## config.mk

```make
export PLATFORM = sky130hd
export DESIGN_NAME = sw_debounce
export DESIGN_NICKNAME = d
export VERILOG_FILES = /design/src/rtl/sw_debounce_pkg.sv /design/src/rtl/debounce_channel.sv /design/src/rtl/sw_debounce.sv
export SDC_FILE = /design/constraint.sdc
export NUM_CORES = 1
export LEC_CHECK = 0
export CORE_MARGIN = 2
export CORE_UTILIZATION = 55
export CTS_CLUSTER_DIAMETER = 150
export DETAILED_ROUTE_END_ITERATION = 8
export PLACE_DENSITY = 0.76
export SLEW_MARGIN = 25
export SYNTH_ARGS = -nofsm -noshare
export SYNTH_HDL_FRONTEND = slang
export SYNTH_SLANG_ARGS = --single-unit
```

## constraint.sdc

```tcl
create_clock -name clk_50MHz -period 2 [get_ports clk_50MHz]
set_input_delay 0.3 -clock clk_50MHz [delete_from_list [all_inputs] [get_ports clk_50MHz]]
set_output_delay 0.3 -clock clk_50MHz [all_outputs]
set_load 0.05 [all_outputs]
```

## src/rtl/sw_debounce_pkg.sv

```systemverilog
// sw_debounce_pkg: shared FSM state encoding and default debounce constants
package sw_debounce_pkg;
  typedef enum logic [1:0] {
    IDLE_LO = 2'd0,
    ARM_HI  = 2'd1,
    IDLE_HI = 2'd2,
    ARM_LO  = 2'd3
  } db_state_e;
  localparam int DEBOUNCE_CYCLES_DEF = 500000;
  localparam int CNT_W_DEF = 20;
endpackage

```

## src/rtl/debounce_channel.sv

```systemverilog
// debounce_channel: 2-flop synchroniser plus counter-based debounce FSM for one switch bit
module debounce_channel
  import sw_debounce_pkg::*;
#(
  parameter int DEBOUNCE_CYCLES = DEBOUNCE_CYCLES_DEF,
  parameter int CNT_W = CNT_W_DEF
) (
  input  logic clk,
  input  logic rst,
  input  logic sw,
  output logic db,
  output logic rise,
  output logic fall
);
  localparam logic [CNT_W-1:0] LAST = CNT_W'(DEBOUNCE_CYCLES - 1);
  localparam logic [CNT_W-1:0] ONE = CNT_W'(1);
  logic s1, s2, done, rise_nxt, fall_nxt;
  logic [CNT_W-1:0] cnt, cnt_nxt;
  db_state_e state, state_nxt;
  assign done = cnt == LAST;
  assign db = state[1];
  always_comb begin
    state_nxt = state;
    cnt_nxt = cnt;
    rise_nxt = 1'b0;
    fall_nxt = 1'b0;
    case (state)
      IDLE_LO: if (s2) begin
        state_nxt = ARM_HI;
        cnt_nxt = ONE;
      end
      ARM_HI: if (!s2) begin
        state_nxt = IDLE_LO;
        cnt_nxt = '0;
      end else if (done) begin
        state_nxt = IDLE_HI;
        rise_nxt = 1'b1;
        cnt_nxt = '0;
      end else cnt_nxt = cnt + ONE;
      IDLE_HI: if (!s2) begin
        state_nxt = ARM_LO;
        cnt_nxt = ONE;
      end
      default: if (s2) begin
        state_nxt = IDLE_HI;
        cnt_nxt = '0;
      end else if (done) begin
        state_nxt = IDLE_LO;
        fall_nxt = 1'b1;
        cnt_nxt = '0;
      end else cnt_nxt = cnt + ONE;
    endcase
  end
  always_ff @(posedge clk) begin
    if (!rst) begin
      s1 <= 1'b0;
      s2 <= 1'b0;
      state <= IDLE_LO;
      cnt <= '0;
      rise <= 1'b0;
      fall <= 1'b0;
    end else begin
      s1 <= sw;
      s2 <= s1;
      state <= state_nxt;
      cnt <= cnt_nxt;
      rise <= rise_nxt;
      fall <= fall_nxt;
    end
  end
endmodule

```

## src/rtl/sw_debounce.sv

```systemverilog
// sw_debounce: N_CH independent switch debouncers producing clean levels and rise/fall strobes
module sw_debounce
  import sw_debounce_pkg::*;
#(
  parameter int N_CH = 3,
  parameter int DEBOUNCE_CYCLES = DEBOUNCE_CYCLES_DEF,
  parameter int CNT_W = CNT_W_DEF
) (
  input  logic            clk_50MHz,
  input  logic            rst,
  input  logic [N_CH-1:0] sw_in,
  output logic [N_CH-1:0] sw_db,
  output logic [N_CH-1:0] sw_rise,
  output logic [N_CH-1:0] sw_fall
);
  for (genvar i = 0; i < N_CH; i++) begin : g_ch
    debounce_channel #(.DEBOUNCE_CYCLES(DEBOUNCE_CYCLES), .CNT_W(CNT_W)) u_ch (
      .clk (clk_50MHz),
      .rst (rst),
      .sw  (sw_in[i]),
      .db  (sw_db[i]),
      .rise(sw_rise[i]),
      .fall(sw_fall[i])
    );
  end
endmodule

```

==> results of run 1 <==
==> report_power, final <==
part,internal (mW),leakage (nW),switching [mW]
Clock,0.714,0.111,0.593
Sequential,1.58,0.632,0.0269
Combinational,0.185,0.950,0.256
==> flip-flops by register name (all words and copies together) (netlist names), named ones only <==
signal,cells
g_ch.u_ch.s2,3
g_ch.u_ch.fall,3
g_ch.u_ch.s1,3
g_ch.u_ch.cnt,60
g_ch.u_ch.rise,3
g_ch.u_ch.state,3
==> area by class of cell <==
class / count / area (µm²) / area share
Clock inverter: 6 / 95.09 / 0.02080
Inverter: 10 / 37.54 / 0.008212
Clock buffer: 10 / 127.6 / 0.02792
Tap cell: 99 / 123.9 / 0.02710
Sequential cell: 78 / 1565 / 0.3425
Multi-Input combinational cell: 344 / 2298 / 0.5029
Timing Repair Buffer: 37 / 322.8 / 0.07063
==> cell usage after synthesis (3+ instances only) <==
cell | n | area (µm²)
sky130_fd_sc_hd__buf_2 | 7 | 35.03
sky130_fd_sc_hd__a311oi_1 | 3 | 26.28
sky130_fd_sc_hd__o21a_1 | 4 | 30.03
sky130_fd_sc_hd__ha_1 | 15 | 187.7
sky130_fd_sc_hd__nor3_1 | 5 | 25.02
sky130_fd_sc_hd__a221oi_1 | 3 | 26.28
sky130_fd_sc_hd__and4_1 | 4 | 35.03
sky130_fd_sc_hd__nor4_1 | 7 | 43.79
sky130_fd_sc_hd__nand2b_1 | 8 | 50.05
sky130_fd_sc_hd__nor4_4 | 3 | 63.81
sky130_fd_sc_hd__o21ai_0 | 3 | 15.01
sky130_fd_sc_hd__or2_1 | 3 | 18.77
sky130_fd_sc_hd__mux2i_1 | 9 | 90.09
sky130_fd_sc_hd__xnor2_1 | 12 | 105.1
sky130_fd_sc_hd__dfxtp_1 | 78 | 1562
sky130_fd_sc_hd__and2_1 | 7 | 43.79
sky130_fd_sc_hd__nand2_1 | 39 | 146.4
sky130_fd_sc_hd__a211oi_1 | 3 | 22.52
sky130_fd_sc_hd__buf_4 | 11 | 82.58
sky130_fd_sc_hd__a21oi_1 | 16 | 80.08
sky130_fd_sc_hd__nor2_1 | 73 | 274.0
sky130_fd_sc_hd__nor2b_1 | 3 | 18.77
sky130_fd_sc_hd__mux2_4 | 3 | 45.04
sky130_fd_sc_hd__xor2_1 | 40 | 350.3
sky130_fd_sc_hd__nand3_1 | 28 | 140.1
sky130_fd_sc_hd__nor3b_1 | 7 | 52.55
sky130_fd_sc_hd__and3_1 | 9 | 56.30
sky130_fd_sc_hd__inv_1 | 10 | 37.54
sky130_fd_sc_hd__nand4_1 | 14 | 87.58
==> per-stage QoR <==
| stage | TNS, ns | util | setup slack [ns] | cell area (µm²) |
|---|---|---|---|---|
| finish | 0 | 0.6404 | 0.09250 | 4571 |
| floorplan | 0 | - | 0.06669 | 4009 |
| global placement | 0 | 0.6031 | 0.1044 | 4304 |
| CTS | 0 | 0.6350 | 0.006773 | 4532 |
| global route | -0.01834 | 0.6404 | -0.01834 | 4571 |
| detailed placement | -0.004245 | 0.6031 | -0.004245 | 4304 |
==> logic make-up (layout without fill, tap and decap cells) <==
family          after synthesis  after routing  synth area share
simple gates                227            227            0.3084
mux                          13             13           0.03652
compound gates               37             37           0.06180
buf+inv                      31             63           0.04338
flops                        78             78            0.3895
fa+ha+maj                    15             15           0.04682
xor+xnor                     52             52            0.1136
==> path summary, 6_finish.rpt <==
check             slack [ns]                  start                   end  cells past startpoint
setup reg to reg        0.10  g_ch[2].u_ch.state[0]  g_ch[2].u_ch.cnt[19]                      7
hold / removal          0.44        g_ch[1].u_ch.s1       g_ch[1].u_ch.s2                      1
setup / recovery        0.09              flip-flop              sw_db[1]                      1
hold reg to reg         0.44        g_ch[1].u_ch.s1       g_ch[1].u_ch.s2                      1
==> routing by layer <==
| layer | global-route usage | part of all wire | up-vias |
|---|---|---|---|
| li1 | - | - | 1609 |
| met4 | 0.08141 | 0.015 | 0 |
| met3 | 0.05263 | 0.027 | 9 |
| met2 | 0.3542 | 0.48 | 35 |
| met5 | 0 | 0 | - |
| met1 | 0.2457 | 0.48 | 1486 |
==> timing repair <==
action / in CTS / in global routing
setup buffers: 0 / 2
pin swaps: 1 / 4
setup endpoints to repair: 2 / 39
resized for setup: 1 / 9
gates cloned: 0 / 0
==> flow_summary.toml, run 1 <==
[outcome]
run_status = "complete, no violations"

[final_layout]
antennaDiodeCount = 0
final.fill_count = 625
layout.cells.most_common_list = "sky130_fd_sc_hd__dfxtp_1 (75), sky130_fd_sc_hd__nor2_1 (73), sky130_fd_sc_hd__xor2_1 (40), sky130_fd_sc_hd__nand2_1 (38), sky130_fd_sc_hd__nand3_1 (28)"
post_layout_nonfiller_instances = 584
final_common_cell = "sky130_fd_sc_hd__dfxtp_1"
finalNetCount = 500
area_growth_syn_to_layout_pct = 14.01
final_layout_size_suffix_gt1_frac = 0.1361

[clock_network]
worstSkewPairLatency_ns = 0.36
buffer_cell_driving_the_clock_tree_root = "sky130_fd_sc_hd__clkbuf_8"
cts_buffer_depth = 2
cts.reportedPaths.clkPinSlew_ns = 0.07
tritoncts = "done"
tritoncts.num_buffers = 9
cts.sink_count = 78
h-tree-depth = 3
hold_buffers = 0

[worst_setup_path]
critical_path.top_delay_family = "buffers and inverters"
crit_path_end_kind = "primary output"
crit_chain = "clkdlybuf4s50_1"
crit_path_max_fanout = 5
timing.critical_path.arrival_ns = 1.61
type_of_the_worst_setup_path = "reg -> out"
cpMaxStageDelayCell = "sky130_fd_sc_hd__clkdlybuf4s50_1"
cp.buffers_inverters = 1
critPathMaxStageDelay_ns = 0.86
cp_data_required_time_ns = 1.70
kind_of_launch_point_of_the_worst_setup_path = "flip-flop"

[sta]
setup_violations = 0
worstMarginPinSlew_ns = 0.5327
final_min_period_over_clock_period = 0.9538
rsz0062_at_grt = "yes"
fmax_mhz = 524.2
finClkSkew_ns = 0.01952
period_needed_ns = 1.908
timing.slew.headroom = 0.6422
finalHoldViolations = 0
final.hold.worst_slack_ns = 0.4406
slew_viol_final = 0

[global_routing]
first_global_vias = 3024
number_of_antenna_violations_at_the_first_check_in_global_routing = 0
track_usage = 0.2061
grt.overflow.total = 0
grt_max_degree = 18
grt_pass1_wl_um = 13010

[synth]
ys.warnings.count = 0
synthesized_instance_count = 453
share_of_synthesized_area_occupied_by_flip_flops_and_latches = 0.3895
synth-edff-count = 0
synth.cell_area_um2 = 4009
number_of_distinct_standard_cells_referenced_by_the_synthesized_netlist = 51
synth.ff_latch_count = 78
number_of_nets_produced_by_synthesis = 473
syn-mean-instance-area_um2 = 8.850
synth_top_flop_cell = "sky130_fd_sc_hd__dfxtp_1"
ys_async_sr_fraction = 0

[routing]
drt-initial-drc-count = 91
drt-wirelength-per-cell_um = 12.97
route.detailed.vias_per_inst = 5.375
route.detailed.drc = 0
vias = 3139
drt.antenna.violating_nets = 0
dr.pass1.iters = 4
wl_um = 7573

[job]
maxCapViolations = 0

[floorplan]
placementRows = 31
die_h_um = 89.38
start_util = 0.5617
fp.dieArea_um2 = 7988
fp.coreArea_um2 = 7137
die_x_um = 89.38
design.portCount = 14

[pwr]
power_mw = 3.355
ir_drop_v = 0.0003606
cellPowerDensity_nw_per_um2 = 734.0
power_leakage_nw = 1.692

[placed_design]
finalWeightedCongestion = 0.8627
buffer_ports.inserted = 13
hpwl_after_dpl_um = 5515
placed_cells = 566

[hold_path]
worstHoldPathType = "reg -> reg"
Note: power is estimated with default switching activity, not from simulation.
==> inputs of run 2 (changes only) <==
- PLACE_DENSITY: 0.76 -> 0.75
- SYNTH_HIERARCHICAL: default -> 1
==> flow_summary.toml, run 2 <==
[outcome]
run_status = "complete, no violations"

[synth]
synth-compound-area-share = 0.1646
number_of_distinct_standard_cells_referenced_by_the_synthesized_netlist = 62
synthesized_instance_count = 508
yosys-top-cells-count = "sky130_fd_sc_hd__dfxtp_1 (78), sky130_fd_sc_hd__nand2_1 (37), sky130_fd_sc_hd__nand3_1 (30), sky130_fd_sc_hd__nor2_1 (30), sky130_fd_sc_hd__a21oi_1 (29)"
most_used_standard_cell_by_instance_count_after_synthesis = "sky130_fd_sc_hd__dfxtp_1"
multiplexer_share_of_the_synthesized_area = 0.02725
number_of_nets_produced_by_synthesis = 528
share_of_synthesized_area_occupied_by_flip_flops_and_latches = 0.3617
synth_top_flop_cell = "sky130_fd_sc_hd__dfxtp_1"
ys_async_sr_fraction = 0
yosys.area_share.xor_xnor = 0.04261
netlist_top_cells_area = "sky130_fd_sc_hd__dfxtp_1 (36%), sky130_fd_sc_hd__ha_1 (4.3%), sky130_fd_sc_hd__nand4_1 (3.8%)"
area_share_of_and_or_nand_nor_cells_after_synthesis = 0.3177
syn-mean-instance-area_um2 = 8.497
synth.cell_area_um2 = 4317
yosys.area.top_type = "sky130_fd_sc_hd__dfxtp_1"
synth-edff-count = 0
yosys_top_cell_area_share = 0.3617
ys.warnings.count = 6
synth_top_family_by_area = "simple AND/OR/NAND/NOR gates"
post_synth_fa_ha_maj_area_fraction = 0.04348
synth.ff_latch_count = 78

[worst_setup_path]
type_of_the_worst_setup_path = "reg -> reg"
kind_of_launch_point_of_the_worst_setup_path = "flip-flop"
critPathMaxStageDelay_ns = 0.43
crit_path_end_kind = "flip-flop"
cp_data_required_time_ns = 2.26
critical_path.top_delay_family = "simple AND/OR/NAND/NOR gates"
cp.buffers_inverters = 1
cpMaxStageDelayCell = "sky130_fd_sc_hd__or4_4"
timing.critical_path.arrival_ns = 2.25
crit_path_max_fanout = 6
crit_chain = "inv_4 -> ha_4 -> mux2_4 -> or3_4 -> or4_4 -> a221oi_2"

[global_routing]
first_global_vias = 3976
track_usage = 0.2577
grt_max_degree = 25
grt_pass1_wl_um = 18050
number_of_antenna_violations_at_the_first_check_in_global_routing = 0
grt.overflow.total = 0

[sta]
slew_viol_final = 0
finalHoldViolations = 0
fin_tns_setup_ns = 0
worstMarginPinSlew_ns = 0.5440
fmax_mhz = 502.9
setup_violations = 0
final_min_period_over_clock_period = 0.9943
timing.slew.headroom = 0.6340
finClkSkew_ns = 0.01025
rsz0062_at_grt = "yes"
final.hold.worst_slack_ns = 0.4379
period_needed_ns = 1.989

[final_layout]
finalNetCount = 581
ff_latch_area_um2 = 1584
final_common_cell = "sky130_fd_sc_hd__dfxtp_1"
multi_input_comb_area_um2 = 2704
utilization = 0.6916
largest-register = "g_ch.u_ch/cnt"
final_layout_size_suffix_gt1_frac = 0.2212
antennaDiodeCount = 0
number_of_flip_flops_under_the_largest_register_name = 60
area_growth_syn_to_layout_pct = 22.52
final.fill_count = 628
layout.cells.most_common_list = "sky130_fd_sc_hd__dfxtp_1 (66), sky130_fd_sc_hd__buf_4 (53), sky130_fd_sc_hd__nand2_1 (37), sky130_fd_sc_hd__nor2_1 (30)"

[floorplan]
fp.dieArea_um2 = 8573
die_x_um = 92.59
placementRows = 32
start_util = 0.5645
die_h_um = 92.59
design.portCount = 14
fp.coreArea_um2 = 7647

[clock_network]
hold_buffers = 0
buffer_cell_driving_the_clock_tree_root = "sky130_fd_sc_hd__clkbuf_8"
cts_buffer_depth = 2
tritoncts = "done"
h-tree-depth = 3
cts.reportedPaths.clkPinSlew_ns = 0.08
worstSkewPairLatency_ns = 0.36
cts.sink_count = 78
tritoncts.num_buffers = 9

[job]
maxCapViolations = 0

[routing]
drt-initial-drc-count = 270
wl_um = 10810
drt.antenna.violating_nets = 0
dr.pass1.iters = 5
route.detailed.drc = 0
vias = 4137
drt-wirelength-per-cell_um = 16.21
route.detailed.vias_per_inst = 6.202

[placed_design]
hpwl_after_dpl_um = 7442
buffer_ports.inserted = 13
finalWeightedCongestion = 0.8875

[pwr]
p_sw_mw = 0.8212
power_leakage_nw = 1.800
p_comb_frac = 0.123
ir_drop_v = 0.0003581
internal-power_mw = 2.509
cellPowerDensity_nw_per_um2 = 629.6
share_seq_of_total_power = 0.478
clkPwrFrac = 0.399
power.share.switching = 0.2466

[hold_path]
worstHoldPathType = "reg -> reg"
[run 2: cell count changes after synthesis, moves of 5 or more]
| cell | before | now |
|---|---|---|
| sky130_fd_sc_hd__clkbuf_1 | 2 | 15 |
| sky130_fd_sc_hd__inv_1 | 10 | 15 |
| sky130_fd_sc_hd__o31ai_1 | 0 | 16 |
| sky130_fd_sc_hd__nand4_1 | 14 | 26 |
| sky130_fd_sc_hd__a21oi_1 | 16 | 29 |
| sky130_fd_sc_hd__and2_1 | 7 | 12 |
| sky130_fd_sc_hd__o21ai_0 | 3 | 20 |
| sky130_fd_sc_hd__or4_1 | 0 | 17 |
| sky130_fd_sc_hd__nor2_1 | 73 | 30 |
| sky130_fd_sc_hd__xor2_1 | 40 | 13 |
| sky130_fd_sc_hd__or3_1 | 2 | 12 |
| sky130_fd_sc_hd__o211ai_1 | 0 | 6 |
| sky130_fd_sc_hd__buf_4 | 11 | 0 |
[run 2: stage by stage]
step / setup WS, ns / cells / power (mW) / area (µm²)
after floorplan: -0.1117 / 508 / 1.864 / 4398
after global placement: -0.005851 / 648 / 1.984 / 4938
after detailed placement: -0.06223 / 648 / 1.997 / 4938
after CTS: -0.01291 / 665 / 3.309 / 5196
after global routing: -0.04810 / 667 / 3.459 / 5289
final: 0.01139 / 667 / 3.330 / 5289
[run 2: final cells by class]
cell class	instances	share of cell area
Multi-Input combinational cell	388	0.5112
Sequential cell	78	0.2995
Timing Repair Buffer	69	0.1112
Clock buffer	13	0.03620
Tap cell	102	0.02413
Inverter	15	0.01112
Clock inverter	2	0.006624
[run 2: path summary, 6_finish.rpt]
kind,startpoint,to,slack [ns],cells after the start
worst min register to register,g_ch[2].u_ch/s1,g_ch[2].u_ch/s2,0.44,1
worst max register to register,flip-flop,g_ch[0].u_ch/cnt[13],0.01,6
worst max-delay path,flip-flop,g_ch[0].u_ch/cnt[13],0.01,6
worst min-delay path,g_ch[2].u_ch/s1,g_ch[2].u_ch/s2,0.44,1
[run 2: worst register-to-register path, delay by kind of cell, from the launching register on]
family	cells	cell delay, ns
AND/OR/NAND/NOR	2	0.80
flip-flops	1	0.38
multiplexers	1	0.27
AO/OA/AOI/OAI	1	0.25
adder cells (fa/ha/maj)	1	0.15
buffers and inverters	1	0.04
[run 2: per-layer routing]
layer | up-vias | share of wire | track usage
li1 | 2035 | - | -
met1 | 1946 | 0.44 | 0.3241
met2 | 134 | 0.49 | 0.4459
met3 | 22 | 0.052 | 0.04475
met4 | 0 | 0.014 | 0.08706
met5 | - | 0 | 0
[run 2: what timing repair did]
action / in CTS / in global routing
gates resized for setup: 3 / 18
setup buffers: 2 / 2
endpoints found under the setup margin: 10 / 21
pin swaps: 2 / 2
[run 2: power groups by stage]
stage	Combinational, mW	Clock, mW	Sequential (mW)
finish	0.410	1.33	1.59
global route	0.444	1.42	1.59
CTS	0.374	1.35	1.59
detailed placement	0.371	0	1.63
global placement	0.360	0	1.62
floorplan	0.227	0	1.64
[run 2: cells by family (layout without fill, tap and decap cells)]
family / Yosys count / count (layout)
simple gates: 235 / 235
compound gates: 106 / 106
flops: 78 / 78
buf+inv: 42 / 99
xor+xnor: 21 / 21
fa+ha+maj: 15 / 15
mux: 11 / 11
==> inputs of run 3 (changes only) <==
- PLACE_DENSITY: 0.75 -> 0.73
- SYNTH_HIERARCHICAL: 1 -> default
- clock period: 2 -> 1.9 ns (I/O delays scaled with it)
==> flow_summary.toml, run 3 (synthesized netlist as in run 1, its figures left out) <==
[clock_network]
cts.reportedPaths.clkPinSlew_ns = 0.08
hold_buffers = 0
buffer_cell_driving_the_clock_tree_root = "sky130_fd_sc_hd__clkbuf_8"
tritoncts = "done"
h-tree-depth = 3
tritoncts.num_buffers = 9
cts_buffer_depth = 2
cts.sink_count = 78
worstSkewPairLatency_ns = 0.35

[routing]
drt-wirelength-per-cell_um = 12.82
drt-initial-drc-count = 108
drt.antenna.violating_nets = 0
dr.pass1.iters = 4
route.detailed.vias_per_inst = 5.322
route.detailed.drc = 0
vias = 3140
wl_um = 7561

[final_layout]
final_layout_size_suffix_gt1_frac = 0.1629
post_layout_nonfiller_instances = 590
final.fill_count = 625
number_of_flip_flops_under_the_largest_register_name = 60
layout.cells.most_common_list = "sky130_fd_sc_hd__nor2_1 (73), sky130_fd_sc_hd__dfxtp_1 (73), sky130_fd_sc_hd__xor2_1 (40), sky130_fd_sc_hd__nand2_1 (39), sky130_fd_sc_hd__buf_4 (29)"
largest-register = "g_ch.u_ch.cnt"
finalNetCount = 506
antennaDiodeCount = 0
area_growth_syn_to_layout_pct = 15.76

[floorplan]
fp.coreArea_um2 = 7137
die_x_um = 89.38
placementRows = 31
die_h_um = 89.38
fp.dieArea_um2 = 7988
start_util = 0.5617
design.portCount = 14

[global_routing]
grt_pass1_wl_um = 12790
number_of_antenna_violations_at_the_first_check_in_global_routing = 0
first_global_vias = 2846
grt.overflow.total = 0
grt_max_degree = 18
track_usage = 0.2044

[worst_setup_path]
timing.critical_path.arrival_ns = 2.07
type_of_the_worst_setup_path = "reg -> reg"
length_in_cells_of_the_worst_reg_to_reg_path = 7
kind_of_launch_point_of_the_worst_setup_path = "flip-flop"
crit_path_end_kind = "flip-flop"
cp_data_required_time_ns = 2.18
crit_path_max_fanout = 6
worst-r2r-setup-slack_ns = 0.12

[hold_path]
worstHoldPathType = "reg -> reg"

[placed_design]
placed_cells = 572
hpwl_after_dpl_um = 5360
buffer_ports.inserted = 13
finalWeightedCongestion = 0.8198

[sta]
final_min_period_over_clock_period = 0.9380
fin_tns_setup_ns = 0
slew_viol_final = 0
finalHoldViolations = 0
setup_violations = 0
finClkSkew_ns = 0.01023
period_needed_ns = 1.782
worstMarginPinSlew_ns = 0.5070
final.hold.worst_slack_ns = 0.4501
timing.slew.headroom = 0.6609
fmax_mhz = 561.1

[outcome]
run_status = "complete, no violations"

[pwr]
ir_drop_v = 0.0004762
power_leakage_nw = 1.761
cellPowerDensity_nw_per_um2 = 762.4
power_mw = 3.538

[job]
maxCapViolations = 0
-- run 3: changes by cell type in the layout (fill, tap and decap cells not counted), moves of 6 or more --
cell and delta:
sky130_fd_sc_hd__or3_1 -8, sky130_fd_sc_hd__or4_1 -13, sky130_fd_sc_hd__buf_4 -24, sky130_fd_sc_hd__dfxtp_1 +7, sky130_fd_sc_hd__nor2_1 +43, sky130_fd_sc_hd__o21ai_0 -16, sky130_fd_sc_hd__o31ai_1 -16, sky130_fd_sc_hd__nand4_1 -12
sky130_fd_sc_hd__xor2_1 +27, sky130_fd_sc_hd__o211ai_1 -6, sky130_fd_sc_hd__a21oi_1 -12
-- run 3: how the worst min path moves through the flow --
stage,start,to,slack (ns),depth (start not counted)
2_1_floorplan,g_ch[0].u_ch.s1,g_ch[0].u_ch.s2,0.41,1
5_1_grt,g_ch[0].u_ch.s1,g_ch[0].u_ch.s2,0.48,1
3_5_place_dp,g_ch[0].u_ch.s1,g_ch[0].u_ch.s2,0.42,1
3_3_place_gp,g_ch[1].u_ch.s1,g_ch[1].u_ch.s2,0.42,1
6_report,g_ch[1].u_ch.s1,g_ch[1].u_ch.s2,0.45,1
4_1_cts,g_ch[1].u_ch.s1,g_ch[1].u_ch.s2,0.45,1
-- run 3: area by class of cell --
class | count | area [µm²] | share of cell area
clock buffer | 11 | 131.4 | 0.02831
clock inverter | 5 | 82.58 | 0.01779
inverter | 10 | 37.54 | 0.008088
multi-input combinational | 344 | 2322 | 0.5004
sequential | 78 | 1568 | 0.3378
tap | 99 | 123.9 | 0.02669
timing repair buffer | 43 | 375.4 | 0.08088
-- run 3: timing repair --
| action | 4_1_cts | 5_1_grt |
|---|---|---|
| buffers inserted | 0 | 2 |
| resized for setup | 2 | 17 |
| pin swaps | 0 | 4 |
| endpoints found under the hold margin | 0 | 0 |
| endpoints found under the setup margin | 2 | 40 |
-- run 3: critical path, stage by stage, from the launching register on --
cell and delay, ns:
sky130_fd_sc_hd__dfxtp_2 0.35, sky130_fd_sc_hd__inv_1 0.06, sky130_fd_sc_hd__ha_2 0.17, sky130_fd_sc_hd__mux2_4 0.33, sky130_fd_sc_hd__nor2_4 0.18, sky130_fd_sc_hd__nand4_4 0.15, sky130_fd_sc_hd__mux2_4 0.35, sky130_fd_sc_hd__a21oi_2 0.13
-- run 3: through the flow --
stage	setup slack (ns)	util	instance area, µm²
finish	0.1178	0.6502	4641
global route	-0.02746	0.6502	4641
global placement	0.07715	0.6115	4364
floorplan	0.005979	-	4014
CTS	0.01071	0.6411	4576
detailed placement	0.03214	0.6115	4364
-- run 3: metal layers --
layer	vias up	track usage	wire length, µm
met5	-	0	0
met4	0	0.06106	107
met1	1484	0.2578	3511
met3	11	0.06279	221
met2	29	0.3367	3721
li1	1616	-	-
-- run 3: power breakdown --
| group | internal (mW) | leakage, nW | switching, mW | total [mW] |
|---|---|---|---|---|
| registers | 1.66 | 0.633 | 0.0243 | 1.69 |
| clock network | 0.746 | 0.108 | 0.612 | 1.36 |
| logic | 0.216 | 1.02 | 0.277 | 0.493 |
